--- config.mk ---
export PLATFORM = sky130hd
export DESIGN_NAME = fetch_unit
export DESIGN_NICKNAME = d
export VERILOG_FILES = /design/src/rtl/fetch_unit.sv
export SDC_FILE = /design/constraint.sdc
export NUM_CORES = 1
export LEC_CHECK = 0
export ABC_AREA = 1
export CAP_MARGIN = 20
export CORE_MARGIN = 4
export CORE_UTILIZATION = 45
export DETAILED_ROUTE_END_ITERATION = 7
export DONT_BUFFER_PORTS = 1
export GPL_TIMING_DRIVEN = 0
export PLACE_DENSITY_LB_ADDON = 0.15
export SYNTH_ARGS = -nofsm -noshare
export SYNTH_HDL_FRONTEND = slang
export SYNTH_SLANG_ARGS = --single-unit
--- constraint.sdc ---
create_clock -name clk -period 2.8 [get_ports clk]
set_input_delay 0.84 -clock clk [delete_from_list [all_inputs] [get_ports clk]]
set_output_delay 0.84 -clock clk [all_outputs]
set_load 0.01 [all_outputs]
--- src/rtl/fetch_unit.sv ---
`timescale 1ns/1ps
// Instruction fetch stage: owns the PC and issues one-at-a-time word reads to
// imem. It presents each fetched word to decode over a valid/ready handshake.
// Latency: a request at t with imem_rdy at t+k gives inst_valid from t+k+1.
//   An accepted handshake produces the next request one cycle later.
// Backpressure: while inst_ready=0 the outputs hold and no new request issues.
//
// Ports:
//   clk, rst            clock; synchronous active-low reset
//   imem_req/imem_addr  one-cycle read request and its address
//   imem_rdy/imem_rdata single-cycle read response
//   inst_valid, instruction, inst_pc, pc_plus2, inst_ready, halt
//                       handshake with decode
//   redirect, redirect_pc
//                       control-flow change from execute
//   err, halted         misaligned-target flag and permanent-stop status
module fetch_unit #(
  parameter logic [15:0] RESET_PC = 16'h0000
) (
  input  logic        clk,
  input  logic        rst,
  output logic        imem_req,
  output logic [15:0] imem_addr,
  input  logic        imem_rdy,
  input  logic [15:0] imem_rdata,
  output logic        inst_valid,
  output logic [15:0] instruction,
  output logic [15:0] inst_pc,
  output logic [15:0] pc_plus2,
  input  logic        inst_ready,
  input  logic        halt,
  input  logic        redirect,
  input  logic [15:0] redirect_pc,
  output logic        err,
  output logic        halted
);

  localparam logic [1:0] REQ    = 2'd0;
  localparam logic [1:0] WAIT   = 2'd1;
  localparam logic [1:0] FULL   = 2'd2;
  localparam logic [1:0] HALTED = 2'd3;

  logic [1:0]  state;
  logic [15:0] pc;
  logic        kill;      // in-flight response belongs to a squashed fetch
  logic        armed;     // low for the first cycle out of reset so every output reads 0 in reset
  logic [15:0] instr_q;
  logic [15:0] inst_pc_q;
  logic [15:0] pc_plus2_q;
  logic        err_q;

  // Every output is decoded from registered state only.
  assign imem_req    = (state == REQ) && armed;
  assign imem_addr   = imem_req ? pc : 16'h0000;
  assign inst_valid  = (state == FULL);
  assign halted      = (state == HALTED);
  assign instruction = instr_q;
  assign inst_pc     = inst_pc_q;
  assign pc_plus2    = pc_plus2_q;
  assign err         = err_q;

  always_ff @(posedge clk) begin
    if (!rst) begin
      state      <= REQ;
      pc         <= RESET_PC;
      kill       <= 1'b0;
      armed      <= 1'b0;
      instr_q    <= 16'h0000;
      inst_pc_q  <= 16'h0000;
      pc_plus2_q <= 16'h0000;
      err_q      <= 1'b0;
    end else begin
      armed <= 1'b1;
      if (redirect && (state != HALTED)) begin
        // A redirect overrides every normal transition, including halt.
        pc <= redirect_pc;
        if (redirect_pc[0]) begin
          err_q <= 1'b1;
          kill  <= 1'b0;
          state <= HALTED;
        end else begin
          case (state)
            REQ: begin
              // If a request went out this cycle, its response is stale.
              if (armed) begin
                state <= WAIT;
                kill  <= 1'b1;
              end
            end
            WAIT: begin
              if (imem_rdy) begin
                state <= REQ;
                kill  <= 1'b0;
              end else begin
                kill  <= 1'b1;
              end
            end
            default: state <= REQ;   // FULL: the presented word is dropped
          endcase
        end
      end else begin
        case (state)
          REQ: begin
            if (armed) state <= WAIT;
          end
          WAIT: begin
            if (imem_rdy) begin
              if (kill) begin
                kill  <= 1'b0;
                state <= REQ;
              end else begin
                instr_q    <= imem_rdata;
                inst_pc_q  <= pc;
                pc_plus2_q <= pc + 16'd2;
                pc         <= pc + 16'd2;
                state      <= FULL;
              end
            end
          end
          FULL: begin
            if (inst_ready) state <= halt ? HALTED : REQ;
          end
          default: ;   // HALTED is left only through reset
        endcase
      end
    end
  end

endmodule

==> results_dict.tcl, run 1 <==
set metrics [dict create \
    status "finished clean" \
    rsz0062_at_grt "no" \
    power.total_mw 2.57 \
    vias 2937 \
    arrival_ns 1.78 \
    cp_cell_sequence "inv_1, ha_1, nand2_2, clkbuf_2, nor2_1" \
    clk_pin_slew_ns 0.08 \
    hold_violations 0 \
    insertion_delay_ns 0.35 \
    rows 30 \
    fillers 697 \
    ys_dominant_reg_cell "dfxtp_1" \
    ys_types 27 \
    leakage_nw 1.66 \
    gp_congestion 0.935 \
    crit_buf_inv 2 \
    synth_edf_count 0 \
    root_buffer "clkbuf_8" \
    final_nets 528 \
    synth_area_um2 3300 \
    drv_cap 0 \
    worstPathMaxFanout 10 \
    drive_gt1_frac 0.120 \
    slowest_stage "dfxtp_1" \
    antenna_cells 0 \
    synthTopCellsByArea "dfxtp_1, nor2_1, nand2_1" \
    tightest_slew_ns 0.570 \
    synth_top_area_share 0.412 \
    synth_nets 517 \
    hold_class "reg -> reg" \
    start_util 0.475 \
    wl_um 8850 \
    grt_pass1_wl_um 14100 \
    synthCells 474 \
    syn_to_final_growth_pct 10.2 \
    critPathRequiredTime_ns 1.96 \
    synth_seq_cells 68 \
    async_reset_ff_frac 0 \
    fin_crit_sh 0.937 \
    cts_buffer_depth 2 \
    die_h_um 93.7 \
    ys_warn_count 0 \
    dieArea_um2 8770 \
    fmax_mhz 381 \
    cts_buffers 9 \
    cpLargestDelayFamily "flip-flops" \
    start_kind "register" \
    tns_ns 0 \
    setup_viol 0 \
    critical_path_class "reg -> out" \
    cts_tree "built" \
    die_x_um 93.7 \
    avgSynthCellArea_um2 6.97 \
    final_antenna_net_count 0 \
    grt-ovfl-total 0 \
    ir_worst_vdd_mv 0.273 \
    core_um2 6940 \
    pin_count 106 \
    dp_hpwl_um 6750 \
    finalMaxSlewViolations 0 \
    ys_seq_area_frac 0.412 \
    skew_ns 0.00740 \
    cts-htree-levels 3 \
    drtIter0Drc 159 \
    fin_crit_ns 2.62 \
    powerDensity_nw_per_um2 707 \
    route.detailed.drc 0 \
    antenna_found_initial 0 \
    firstDrtPassIters 4 \
    port_buffers 0 \
    grt_pass1_vias 2810 \
    crit_path_end_kind "primary output" \
    clock-sinks 68 \
    grt.total_usage 0.207 \
    wl_per_cell_um 15.1 \
    vias_per_cell 5.01 \
    slew_headroom 0.620 \
    synth_top_area_cell "dfxtp_1" \
    grt_max_degree 13 \
    cpPeakStageDelay_ns 0.48 \
]
-- flip-flops by register name, summed over array words and instances, names as in the netlist --
name,count
err,1
instruction,16
pc_plus2,15
state,2
kill,1
armed,1
inst_pc,16
pc,16
-- layer usage --
| layer | part of all wire | track usage | wire length, um | vias up |
|---|---|---|---|---|
| li1 | - | - | - | 1520 |
| met1 | 0.46 | 0.273 | 4030 | 1307 |
| met2 | 0.44 | 0.315 | 3890 | 99 |
| met3 | 0.091 | 0.0745 | 809 | 11 |
| met4 | 0.013 | 0.0650 | 114 | 0 |
| met5 | 0 | 0 | 0 | - |
-- tightest hold or removal path, stage by stage, from the launching register on --
cell,delay [ns]
dfxtp_1,0.34
inv_1,0.06
a21oi_1,0.05
-- worst paths after layout --
path                          from            endpoint  slack (ns)  depth (start not counted)
max reg2reg  state[0]$_SDFFE_PN0P_  pc[7]$_SDFFE_PN0P_        1.02                         10
min               err$_SDFFE_PN0P_    err$_SDFFE_PN0P_        0.50                          2
max          state[0]$_SDFFE_PN0P_        imem_addr[7]        0.18                          5
min reg2reg       err$_SDFFE_PN0P_    err$_SDFFE_PN0P_        0.50                          2
-- cell usage after synthesis, types with 7 or more instances --
library cell / count
nor2_1: 107
nand2_1: 81
dfxtp_1: 68
inv_1: 50
o21ai_1: 36
a21oi_1: 26
o21ai_0: 18
nand3_1: 15
a21oi_2: 14
clkbuf_1: 8
buf_6: 7
nand4_1: 7
xor2_1: 7
-- through the flow --
step,hold slack (ns),cells,cell area [um2],setup WS (ns),utilization
after global placement,0.493,570,3420,0.339,0.493
final,0.501,586,3640,0.176,0.524
after global routing,0.497,586,3640,0.0464,0.524
after CTS,0.502,586,3630,0.0730,0.523
after detailed placement,0.501,570,3420,0.333,0.493
after floorplan,0.450,474,3300,0.662,-
-- repair_timing --
| item | in CTS | in global routing |
|---|---|---|
| buffers inserted | 0 | 0 |
| gates resized for setup | 1 | 1 |
| setup endpoints to repair | 10 | 10 |
| hold buffers | 0 | 0 |
-- layout make-up --
cell class,count,area (um2),area share
Buffer,25,173,0.0475
Clock buffer,11,151,0.0416
Clock inverter,5,60.1,0.0165
Inverter,53,199,0.0547
Multi-Input combinational cell,328,1570,0.432
Sequential cell,68,1360,0.374
Tap cell,96,120,0.0330
-- cell usage in the layout, fill, tap and decap left out, types with 5 or more instances in the layout --
cell / count
inv_1: 50
xor2_1: 7
nand3_1: 15
o21ai_1: 36
buf_4: 5
buf_6: 7
nor2_1: 107
nand4_1: 7
o21ai_0: 18
a21oi_2: 14
ha_1: 5
buf_2: 5
clkbuf_8: 11
a21oi_1: 26
clkbuf_1: 7
dfxtp_1: 68
nand2_1: 80
-- logic make-up (layout without fill, tap and decap cells) --
family / after synthesis / count (layout) / share of synthesized area
AOI/OAI and AO/OA: 96 / 96 / 0.163
xor gates and xnor gates: 7 / 7 / 0.0186
adders and majority gates: 5 / 5 / 0.0189
buffers and inverters: 78 / 94 / 0.112
DFF: 68 / 68 / 0.412
and+or+nand+nor: 220 / 220 / 0.275
-- power by group --
part | total, mW | switching (mW) | internal (mW)
combinational | 0.543 | 0.362 | 0.180
clock | 0.851 | 0.390 | 0.461
sequential | 1.18 | 0.110 | 1.07
total | 2.57 | 0.862 | 1.71
No activity file was read; power rests on OpenSTA's default activity.
==> inputs of run 2 (changes only) <==
--- a/config.mk
+++ b/config.mk
@@ -5,7 +5,6 @@
 export SDC_FILE = /design/constraint.sdc
 export NUM_CORES = 1
 export LEC_CHECK = 0
-export ABC_AREA = 1
 export CAP_MARGIN = 20
 export CORE_MARGIN = 4
 export CORE_UTILIZATION = 45
==> run 2 against run 1 <==
  * Largest power group unchanged
  * Routed wire length increased by 8.6%
  * Critical path type unchanged
  * Highest routed layer unchanged
  * Design area decreased by 0.31%
  * Area after synthesis about the same
  * First-iteration DRC count increased by 0.63%
  * Largest cell class unchanged
  * Register-to-register slack got worse by 0.46 ns
  * Power decreased by 8.9%
  * Combinational power decreased by 31%
  * Sequential share of layout area increased by 0.12 points
==> results_dict.tcl, run 2 <==
set metrics [dict create \
    core_um2 6940 \
    grt_max_degree 13 \
    drtIter0Drc 160 \
    die_h_um 93.6 \
    rows 30 \
    fin_crit_ns 2.63 \
    cts-htree-levels 3 \
    power_frac_seq 0.468 \
    final_antenna_net_count 0 \
    leakage_nw 1.29 \
    dieArea_um2 8770 \
    synth_top_area_share 0.413 \
    hold_buffers 0 \
    power.internal_mw 1.65 \
    avgSynthCellArea_um2 7.82 \
    p_comb_frac 0.160 \
    tightest_slew_ns 0.782 \
    post_cts_buffers 0 \
    critical_path_class "reg -> out" \
    ys_types 52 \
    synth_area_um2 3300 \
    layout_common_cells "nand2_1, dfxtp_1, a21oi_1" \
    rsz0062_at_grt "no" \
    wl_um 9610 \
    dp.cells 518 \
    synthTopCellsByArea "dfxtp_1, nand2_1, a21oi_1" \
    cts_buffers 9 \
    cts_buffer_depth 2 \
    tns_ns 0 \
    yosys-top-cells-count "nand2_1, dfxtp_1, a21oi_1" \
    antenna_found_initial 1 \
    drive_gt1_frac 0.108 \
    worstPathMaxFanout 12 \
    crit_path_end_kind "primary output" \
    synth_seq_cells 68 \
    wl_per_cell_um 18.0 \
    setup_viol 0 \
    synthCells 422 \
    synth_edf_count 0 \
    synth.most_common_cell "nand2_1" \
    syn_to_final_growth_pct 9.90 \
    grt-ovfl-total 0 \
    dp_hpwl_um 6940 \
    p_sw_frac 0.296 \
    grt.total_usage 0.225 \
    ys_warn_count 0 \
    hold_violations 0 \
    finalMaxSlewViolations 0 \
    fillers 681 \
    insertion_delay_ns 0.35 \
    start_kind "register" \
    root_buffer "clkbuf_8" \
    fin_crit_sh 0.941 \
    fin_cells 533 \
    skew_ns 0.00903 \
    ir_worst_vdd_mv 0.293 \
    p_clk_frac 0.372 \
    gp_congestion 0.877 \
    clock-sinks 68 \
    async_reset_ff_frac 0 \
    synth_top_area_cell "dfxtp_1" \
    status "finished clean" \
    powerDensity_nw_per_um2 646 \
    port_buffers 0 \
    ys_dominant_reg_cell "dfxtp_1" \
    clk_pin_slew_ns 0.07 \
    vias_per_cell 5.71 \
    power_switching_mw 0.693 \
    arrival_ns 1.79 \
    hold_class "reg -> reg" \
    final_nets 475 \
    drv_cap 0 \
    critPathRequiredTime_ns 1.96 \
    firstDrtPassIters 5 \
    ys_seq_area_frac 0.413 \
    fmax_mhz 380 \
    grt_pass1_vias 2886 \
    slew_headroom 0.474 \
    start_util 0.475 \
    die_x_um 93.6 \
    cts.repair.resized 0 \
    cts_tree "built" \
    pin_count 106 \
    mostFrequentLayoutCell "nand2_1" \
    synth_nets 465 \
    grt_pass1_wl_um 15300 \
    route.detailed.drc 0 \
    vias 3041 \
]
[run 2: logic make-up after synthesis]
group                    Yosys count  share of synthesized area
multiplexers                       2                    0.00645
XOR/XNOR                          12                     0.0319
flip-flops                        68                      0.413
adder cells (fa/ha/maj)            5                     0.0190
buffers and inverters             46                     0.0645
AND/OR/NAND/NOR                  178                      0.268
AO/OA/AOI/OAI                    111                      0.198
[run 2: path summary, 6_finish.rpt]
kind         cells past startpoint                         to  slack [ns]                   from
min reg2reg                      2    inst_pc[0]$_SDFFE_PN0P_        0.46     pc[0]$_SDFFE_PN0P_
min                              2    inst_pc[0]$_SDFFE_PN0P_        0.46     pc[0]$_SDFFE_PN0P_
max                              4              imem_addr[10]        0.17  state[0]$_SDFFE_PN0P_
max reg2reg                      5  pc_plus2[15]$_SDFFE_PN0P_        0.56     pc[1]$_SDFFE_PN0P_
[run 2: final cells by class]
| class | count | area, um2 | area share |
|---|---|---|---|
| Clock inverter | 5 | 77.6 | 0.0214 |
| Inverter | 7 | 26.3 | 0.00725 |
| Sequential cell | 68 | 1360 | 0.375 |
| Clock buffer | 10 | 128 | 0.0352 |
| Tap cell | 96 | 120 | 0.0331 |
| Buffer | 38 | 183 | 0.0504 |
| Multi-Input combinational cell | 308 | 1730 | 0.477 |
| Antenna cell | 1 | 2.50 | 0.000690 |
[run 2: power by group through the flow]
stage | Combinational (mW) | Sequential (mW) | Clock (mW)
finish | 0.374 | 1.10 | 0.871
global route | 0.419 | 1.11 | 0.927
CTS | 0.370 | 1.10 | 0.877
detailed placement | 0.369 | 1.12 | 0
global placement | 0.364 | 1.12 | 0
floorplan | 0.287 | 1.10 | 0
[run 2: per-layer routing]
metal	vias up	global-route usage	share of wire
met3	19	0.0732	0.10
li1	1499	-	-
met1	1405	0.293	0.43
met4	0	0.0927	0.025
met5	-	0	0
met2	118	0.344	0.45
[run 2: metrics by stage]
| step | power, mW | instance area (um2) | worst slack (ns) | utilization | hold slack (ns) |
|---|---|---|---|---|---|
| 5_1_grt | 2.45 | 3630 | 0.00771 | 0.522 | 0.498 |
| 6_report | 2.34 | 3630 | 0.166 | 0.522 | 0.464 |
| 3_3_place_gp | 1.48 | 3420 | 0.297 | 0.492 | 0.456 |
| 3_5_place_dp | 1.49 | 3420 | 0.276 | 0.492 | 0.459 |
| 2_1_floorplan | 1.38 | 3300 | 0.650 | - | 0.441 |
| 4_1_cts | 2.34 | 3620 | 0.0533 | 0.521 | 0.469 |
[run 2: worst max-delay path: stages, from the launching register on]
cell and delay (ns):
dfxtp_1 0.41, inv_1 0.14, ha_2 0.35, clkbuf_1 0.28, and3_1 0.27
==> inputs of run 3 (changes only) <==
--- a/config.mk
+++ b/config.mk
@@ -7,10 +7,9 @@
 export LEC_CHECK = 0
 export CAP_MARGIN = 20
 export CORE_MARGIN = 4
-export CORE_UTILIZATION = 45
+export CORE_UTILIZATION = 40
 export DETAILED_ROUTE_END_ITERATION = 7
 export DONT_BUFFER_PORTS = 1
-export GPL_TIMING_DRIVEN = 0
 export PLACE_DENSITY_LB_ADDON = 0.15
 export SYNTH_ARGS = -nofsm -noshare
 export SYNTH_HDL_FRONTEND = slang
==> run 3 against run 2 <==
  * Design area decreased by 1.7%
  * Sequential power about the same
  * Sequential cell count unchanged
  * Non-clock buffer count decreased by 30
  * Hold slack improved by 0.012 ns
  * Global-route usage decreased by 4.6 points
  * Clock skew decreased by 0.0011 ns
  * Sequential share of layout area increased by 0.65 points
  * Fmax increased by 6.5%
  * Critical path type unchanged
  * Critical endpoint is now imem_addr[1]
==> results_dict.tcl, run 3 (synthesized netlist as in run 2, its figures left out) <==
set metrics [dict create \
    clock-sinks 68 \
    start_util 0.418 \
    crit_path_end_kind "primary output" \
    hold_violations 0 \
    grt_pass1_vias 2701 \
    final_antenna_net_count 0 \
    grt.total_usage 0.180 \
    slew_headroom 0.540 \
    tightest_slew_ns 0.683 \
    cts_tree "built" \
    worstPathMaxFanout 21 \
    fillers 795 \
    critPathRequiredTime_ns 1.96 \
    fin_crit_sh 0.883 \
    grt_max_degree 52 \
    regArea_um2 1360 \
    final_util 0.452 \
    power.total_mw 2.44 \
    dp_hpwl_um 6320 \
    grt_pass1_wl_um 14100 \
    ir_worst_vdd_mv 0.219 \
    rows 32 \
    route.detailed.drc 0 \
    insertion_delay_ns 0.34 \
    leakage_nw 1.23 \
    cts_buffers 9 \
    tns_ns 0 \
    critical_path_class "reg -> out" \
    firstDrtPassIters 4 \
    clk_pin_slew_ns 0.07 \
    cpLargestDelayFamily "flip-flops" \
    syn_to_final_growth_pct 8.04 \
    die_h_um 98.8 \
    status "finished clean" \
    skew_ns 0.00797 \
    vias 2928 \
    gp_congestion 0.850 \
    antenna_cells 0 \
    hold_buffers 0 \
    cpPeakStageDelay_ns 0.52 \
    crit_buf_inv 1 \
    mostFrequentLayoutCell "nand2_1" \
    drive_gt1_frac 0.0835 \
    start_kind "register" \
    drv_cap 0 \
    root_buffer "clkbuf_8" \
    powerDensity_nw_per_um2 686 \
    finalMaxSlewViolations 0 \
    wl_per_cell_um 17.9 \
    wl_um 9130 \
    grt-ovfl-total 0 \
    hold_class "reg -> reg" \
    die_x_um 98.8 \
    rsz0062_at_grt "no" \
    layout_common_cells "nand2_1, dfxtp_1, a21oi_1" \
    post_cts_buffers 0 \
    antenna_found_initial 0 \
    fmax_mhz 404 \
    fin_crit_ns 2.47 \
    multiInputGateArea_um2 1730 \
    setup_ws_ns 0.328 \
    cp_cell_sequence "inv_1, ha_2, and3_1" \
    final_nets 445 \
    dp.cells 493 \
    drtIter0Drc 122 \
    setup_viol 0 \
    cts-htree-levels 3 \
    cts_buffer_depth 2 \
    core_um2 7890 \
    pin_count 106 \
    dieArea_um2 9770 \
    fin_cells 509 \
    arrival_ns 1.63 \
    hold_ws_ns 0.477 \
    place_ws_ns 0.487 \
    design_area_um2 3560 \
    vias_per_cell 5.75 \
    placedInstanceArea_um2 3310 \
    slowest_stage "dfxtp_1" \
    port_buffers 0 \
]
## run 3: layout make-up
class                           count  area share
Sequential cell                    68       0.382
Multi-Input combinational cell    308       0.485
Inverter                            7     0.00737
Tap cell                          102      0.0358
Timing Repair Buffer                8      0.0204
Clock inverter                      6      0.0312
Clock buffer                       10      0.0386
## run 3: where the power goes
part | internal [mW] | switching [mW]
sequential | 1.02 | 0.0991
combinational | 0.120 | 0.201
clock | 0.616 | 0.385
## run 3: repair_timing
action,CTS,global route
gates resized for setup,0,1
setup endpoints to repair,0,6
hold endpoints to repair,0,0
## run 3: worst min-delay path: stages (launching register included)
cell	delay, ns
dfxtp_1	0.33
nand2_1	0.06
a21oi_1	0.05
## run 3: worst paths after layout
check                   startpoint                      end  slack (ns)  depth (start not counted)
max          state[0]$_SDFFE_PN0P_             imem_addr[1]        0.33                          3
min             pc[0]$_SDFFE_PN0P_  inst_pc[0]$_SDFFE_PN0P_        0.48                          2
max reg2reg  state[0]$_SDFFE_PN0P_    state[0]$_SDFFE_PN0P_        0.58                          6
min reg2reg     pc[0]$_SDFFE_PN0P_  inst_pc[0]$_SDFFE_PN0P_        0.48                          2
## run 3: layer usage
layer	vias up	routed length (um)	track usage
met5	-	0	0
met4	0	82	0.0441
met3	10	923	0.0736
met2	113	4020	0.271
met1	1369	4110	0.240
li1	1436	-	-
